--- src/rtl/intc_pkg.sv ---
// Shared definitions for the interrupt controller: bus widths, register map,
// FSM encodings and the status-word packing helper.
package intc_pkg;

    localparam int mem_addr_w = 32;
    localparam int data_w     = 32;
    localparam int intc_id_w  = 5;

    typedef logic [mem_addr_w-1:0] mem_addr_bus_t;
    typedef logic [data_w-1:0]     data_bus_t;

    localparam logic      rst_enable = 1'b1;
    localparam data_bus_t data_zero  = '0;

    localparam mem_addr_bus_t intc_enable_addr  = 32'h0000_4000;
    localparam mem_addr_bus_t intc_pending_addr = 32'h0000_4004;
    localparam mem_addr_bus_t intc_status_addr  = 32'h0000_4008;

    localparam logic [1:0] intc_idle   = 2'd0;
    localparam logic [1:0] intc_req    = 2'd1;
    localparam logic [1:0] intc_active = 2'd2;

    // Status word: bit 0 REQ, bit 1 ACTIVE, bits 12:8 current id.
    function automatic data_bus_t intc_status_word(input logic req,
                                                   input logic active,
                                                   input logic [intc_id_w-1:0] id);
        data_bus_t w;
        w       = data_zero;
        w[0]    = req;
        w[1]    = active;
        w[12:8] = id;
        return w;
    endfunction

endpackage

--- src/rtl/intc_prio_enc.sv ---
// Combinational lowest-index priority encoder; index 0 wins.
module intc_prio_enc
    import intc_pkg::*;
#(
    parameter int IRQ_NUM = 8
) (
    input  logic [IRQ_NUM-1:0]   req_vec,
    output logic [intc_id_w-1:0] id,
    output logic                 valid
);

    // Scan from the top down so the lowest set index is the last one written.
    always_comb begin
        id    = '0;
        valid = 1'b0;
        for (int i = IRQ_NUM - 1; i >= 0; i--) begin
            if (req_vec[i]) begin
                id    = intc_id_w'(i);
                valid = 1'b1;
            end
        end
    end

endmodule

--- src/rtl/intc.sv ---
// Fixed-priority interrupt controller: edge-latched pending bits gated by an
// enable mask, single request to the core with ack/done handshake.
module intc
    import intc_pkg::*;
#(
    parameter int IRQ_NUM = 8
) (
    input  logic                  clk,
    input  logic                  rst_n,
    input  logic [IRQ_NUM-1:0]    irq_src_i,
    input  logic [mem_addr_w-1:0] intc_r_addr_i,
    input  logic [mem_addr_w-1:0] intc_w_addr_i,
    input  logic [data_w-1:0]     intc_data_i,
    input  logic                  intc_r_enable_i,
    input  logic                  intc_w_enable_i,
    output logic [data_w-1:0]     intc_data_o,
    input  logic                  irq_ack_i,
    input  logic                  irq_done_i,
    output logic                  irq_req_o,
    output logic [intc_id_w-1:0]  irq_id_o
);

    logic [IRQ_NUM-1:0]   src_prev;
    logic [IRQ_NUM-1:0]   rise;
    logic [IRQ_NUM-1:0]   enable;
    logic [IRQ_NUM-1:0]   pending;
    logic [IRQ_NUM-1:0]   w1c_mask;
    logic [IRQ_NUM-1:0]   ack_mask;
    logic [IRQ_NUM-1:0]   cand_vec;
    logic [intc_id_w-1:0] cand_id;
    logic                 cand_vld;
    logic [1:0]           state;
    logic                 en_wr;
    logic                 pend_wr;
    logic                 ack_take;
    logic                 done_take;
    data_bus_t            rd_data;
    logic                 unused_wdata;

    // Only the low IRQ_NUM bits of the write bus carry meaning.
    assign unused_wdata = ^intc_data_i;

    always_comb begin
        rise      = irq_src_i & ~src_prev;
        en_wr     = intc_w_enable_i && (intc_w_addr_i == intc_enable_addr);
        pend_wr   = intc_w_enable_i && (intc_w_addr_i == intc_pending_addr);
        w1c_mask  = pend_wr ? intc_data_i[IRQ_NUM-1:0] : '0;
        ack_take  = (state == intc_req) && irq_ack_i;
        done_take = (state == intc_active) && irq_done_i;
        cand_vec  = pending & enable;
    end

    // The acked id's bit is cleared; comparing per bit avoids an oversized index.
    always_comb begin
        ack_mask = '0;
        for (int i = 0; i < IRQ_NUM; i++) begin
            ack_mask[i] = ack_take && (irq_id_o == intc_id_w'(i));
        end
    end

    intc_prio_enc #(
        .IRQ_NUM (IRQ_NUM)
    ) u_prio_enc (
        .req_vec (cand_vec),
        .id      (cand_id),
        .valid   (cand_vld)
    );

    // A rising edge in the same cycle as a clear keeps the bit set.
    always_ff @(posedge clk) begin
        if (rst_n == rst_enable) begin
            src_prev <= '0;
            enable   <= '0;
            pending  <= '0;
        end else begin
            src_prev <= irq_src_i;
            pending  <= (pending & ~(w1c_mask | ack_mask)) | rise;
            if (en_wr) begin
                enable <= intc_data_i[IRQ_NUM-1:0];
            end
        end
    end

    // Id is latched on entry to REQ and held through ACTIVE.
    always_ff @(posedge clk) begin
        if (rst_n == rst_enable) begin
            state     <= intc_idle;
            irq_req_o <= 1'b0;
            irq_id_o  <= '0;
        end else begin
            case (state)
                intc_idle: begin
                    if (cand_vld) begin
                        irq_id_o  <= cand_id;
                        irq_req_o <= 1'b1;
                        state     <= intc_req;
                    end
                end
                intc_req: begin
                    if (ack_take) begin
                        irq_req_o <= 1'b0;
                        state     <= intc_active;
                    end
                end
                intc_active: begin
                    if (done_take) begin
                        state <= intc_idle;
                    end
                end
                default: begin
                    irq_req_o <= 1'b0;
                    state     <= intc_idle;
                end
            endcase
        end
    end

    always_comb begin
        rd_data = data_zero;
        case (intc_r_addr_i)
            intc_enable_addr:  rd_data[IRQ_NUM-1:0] = enable;
            intc_pending_addr: rd_data[IRQ_NUM-1:0] = pending;
            intc_status_addr:  rd_data = intc_status_word(state == intc_req,
                                                          state == intc_active,
                                                          irq_id_o);
            default:           rd_data = data_zero;
        endcase
    end

    always_ff @(posedge clk) begin
        if (rst_n == rst_enable) begin
            intc_data_o <= data_zero;
        end else if (intc_r_enable_i) begin
            intc_data_o <= rd_data;
        end
    end

endmodule

--- config.mk ---
export PLATFORM = sky130hd
export DESIGN_NAME = intc
export DESIGN_NICKNAME = d
export VERILOG_FILES = /design/src/rtl/intc_pkg.sv /design/src/rtl/intc_prio_enc.sv /design/src/rtl/intc.sv
export SDC_FILE = /design/constraint.sdc
export NUM_CORES = 1
export LEC_CHECK = 0
export ABC_AREA = 1
export BUFFER_PORTS_ARGS = -buffer_cell sky130_fd_sc_hd__buf_2
export CAP_MARGIN = 10
export CORE_MARGIN = 3
export CORE_UTILIZATION = 45
export DETAILED_ROUTE_END_ITERATION = 8
export GPL_TIMING_DRIVEN = 0
export PLACE_DENSITY = 0.89
export SLEW_MARGIN = 20
export SYNTH_ARGS = -nofsm -noshare
export SYNTH_HDL_FRONTEND = slang
export SYNTH_HIERARCHICAL = 1
export SYNTH_SLANG_ARGS = --single-unit
--- constraint.sdc ---
create_clock -name clk -period 1.7 [get_ports clk]
set_input_delay 0.34 -clock clk [delete_from_list [all_inputs] [get_ports clk]]
set_output_delay 0.34 -clock clk [all_outputs]
set_load 0.01 [all_outputs]
==> results.json <==
{
  "dr_total_vias": 3026,
  "status": "completed",
  "slew_headroom_pct": 65.6,
  "cts_root_buf": "clkbuf_8",
  "overflow": 0,
  "power.density_nw_per_um2": 595,
  "switchingPower_mw": 0.528,
  "track_usage_pct": 19.9,
  "post-route-drc-count": 0,
  "seqCellArea_um2": 901,
  "ys_types": 33,
  "hold_depth": 3,
  "cp_top_family": "simple AND/OR/NAND/NOR gates",
  "yosys_warnings": 6,
  "cp_data_arrival_time_ps": 1810,
  "leakagePower_nw": 1.98,
  "min_path_type": "input pin to register",
  "rows": 27,
  "p_int_mw": 1.56,
  "critical_path.max_stage_delay_ps": 350,
  "slew_viol_final": 0,
  "drtIter0Drc": 132,
  "cpMostUsedCell": "nand2_2",
  "cts_sinks": 45,
  "end_kind": "register",
  "clock_path_buffers": 2,
  "final_antenna_net_count": 0,
  "irDropWorstVdd_v": 0.000541,
  "post-dp-hpwl_um": 5910,
  "final_layout_size_suffix_gt1_share_pct": 27.4,
  "syn_area_um2": 2740,
  "cts-buffers-inserted": 5,
  "p_clk_share_pct": 31.5,
  "clk_pin_slew_ps": 80,
  "startpoint_type": "register",
  "crit_cells": 8,
  "postPlaceCellArea_um2": 3420,
  "finalWirelength_um": 7050,
  "crit_chain": "nand2_1, inv_1, or2_1, nor3_2, nand2_2, nand2_2, o21ai_0, a21oi_1",
  "core_area_um2": 5710,
  "sequentialPowerShare_pct": 53.2,
  "seq_area_frac_synth_pct": 32.9,
  "cp_data_required_time_ps": 1930,
  "port_buffers": 103,
  "multi_input_area_um2": 1380,
  "area_growth_pct": 28.4,
  "diodes": 0,
  "path_max_fanout": 11,
  "start_util_pct": 48.0,
  "htree_levels": 2,
  "worst_slew_pin_slew_ps": 515,
  "routed_via_density": 4.71,
  "comb_power_share_pct": 15.3,
  "synth_cells": 442,
  "grt_max_degree": 13,
  "n_fill_cell": 564,
  "max_cap_viol_count": 0,
  "fin_crit_ps": 1580,
  "fp.dieH_um": 84.0,
  "avgSynthCellArea_um2": 6.20,
  "stdcell_area_um2": 3520,
  "swShare_pct": 25.3,
  "synth_edf_count": 0,
  "layout.cells.non_filler": 642,
  "wire_per_inst_um": 11.0,
  "grt_pass1_wl_um": 11800,
  "crit_buf_inv": 1,
  "dp_cells": 636,
  "num-nets-final": 680,
  "hold_violations": 0,
  "synth-seq-cells": 45,
  "finClkSkew_ps": 5.33,
  "ioPinCount": 148,
  "fmax_mhz": 632,
  "gp_congestion": 0.950,
  "clock_latency_ps": 290,
  "period_share_pct": 93.0,
  "grt_pass1_vias": 2789,
  "worstRegToRegCells": 8,
  "antenna_found_initial": 0,
  "drt_pre_antenna_iters": 6,
  "power_mw": 2.09,
  "crit_type": "register to register",
  "synth-main-ff-cell": "dfxtp_1",
  "cp_slowest_cell": "dfxtp_1",
  "post_cts_buffers": 0,
  "async_reset_ff_share_pct": 0,
  "die_w_um": 84.0,
  "die_area_um2": 7060,
  "setup_viol": 0,
  "cts_tree": "built"
}
## metrics by stage
stage | hold slack [ps] | utilization, % | setup slack [ps] | setup TNS [ps]
2_1_floorplan | 429 | - | 259 | 0
3_5_place_dp | 441 | 59.9 | -66.2 | -218
3_3_place_gp | 436 | 59.9 | 4.51 | 0
4_1_cts | 256 | 61.3 | 21.6 | 0
6_report | 262 | 61.6 | 119 | 0
5_1_grt | 264 | 61.6 | -22.7 | -22.7
## synth_stat cells, types with 2 or more instances
library cell / number / area [um^2]
clkbuf_1: 5 / 18.8
or2_1: 2 / 12.5
nor2_4: 3 / 33.8
o21ai_1: 8 / 40.0
nor3_1: 5 / 25.0
nor2_1: 50 / 188
nand4_1: 10 / 62.6
conb_1: 2 / 7.51
a21oi_1: 26 / 130
buf_4: 21 / 158
dfxtp_1: 45 / 901
inv_2: 4 / 15.0
a21oi_2: 4 / 35.0
nand3_1: 35 / 175
nor3_2: 2 / 20.0
inv_1: 88 / 330
nor4_1: 6 / 37.5
buf_2: 2 / 10.0
o21ai_0: 11 / 55.1
nand2_1: 100 / 375
## logic make-up after synthesis
kind of cell           synth area share (%)
buffers and inverters                  20.1
AND/OR/NAND/NOR                        36.4
flip-flops                             32.9
AO/OA/AOI/OAI                          10.4
other                                 0.274
## path summary, 6_finish.rpt
path | start | end | slack, ps
worst max-delay path | pending[7] | irq_id_o[4] | 120
worst max register to register | pending[7] | irq_id_o[4] | 120
worst min-delay path | irq_src_i[3] | src_prev[3] | 260
worst min register to register | src_prev[0] | pending[0] | 460
## cell usage in the layout (no fill, tap or decap), types with 2 or more instances in the layout
cell and n:
a21oi_1 26, a21oi_2 4, buf_2 105, buf_4 21
clkbuf_1 5, clkbuf_8 6, conb_1 21, dfxtp_1 45
inv_1 88, inv_2 4, nand2_1 98, nand2_2 2
nand3_1 35, nand4_1 10, nor2_1 50, nor2_4 3
nor3_1 5, nor3_2 2, nor4_1 4, nor4_2 2
o21ai_0 11, o21ai_1 8, or2_1 2
## cell type report
class                   count  area share, %
plain buffers              29           5.62
clock buffers               7           2.45
inverters                  93           9.93
multi-input cells         293           39.2
flip-flops and latches     45           25.6
well taps                  72           2.56
repair buffers            103           14.7
## state kept, by name (all words and copies together) (netlist names)
name,flops
pending,8
src_prev,8
enable,8
irq_id_o,5
state,2
intc_data_o,13
irq_req_o,1
## power groups by stage
stage	Combinational [mW]	Clock (mW)	Sequential, mW
after floorplan	0.178	0	1.13
after global placement	0.303	0	1.14
after detailed placement	0.316	0	1.14
after CTS	0.318	0.663	1.11
after global routing	0.365	0.708	1.12
final	0.320	0.659	1.11
## tightest hold or removal path: stages
cell and delay (ps):
buf_2 90, inv_1 40, nor2_1 40
## what timing repair did
item / CTS / global route
endpoints found under the setup margin: 6 / 8
hold buffers: 0 / 0
pin swaps: 0 / 0
gates resized for setup: 0 / 4
## routing by layer
| layer | vias up | share of wire [%] | track usage, % |
|---|---|---|---|
| met4 | 0 | 2.4 | 7.16 |
| met3 | 18 | 7.0 | 4.05 |
| met1 | 1309 | 40 | 23.3 |
| met2 | 115 | 51 | 35.4 |
| met5 | - | 0 | 0 |
| li1 | 1584 | - | - |
(Power assumes the default switching activity.)
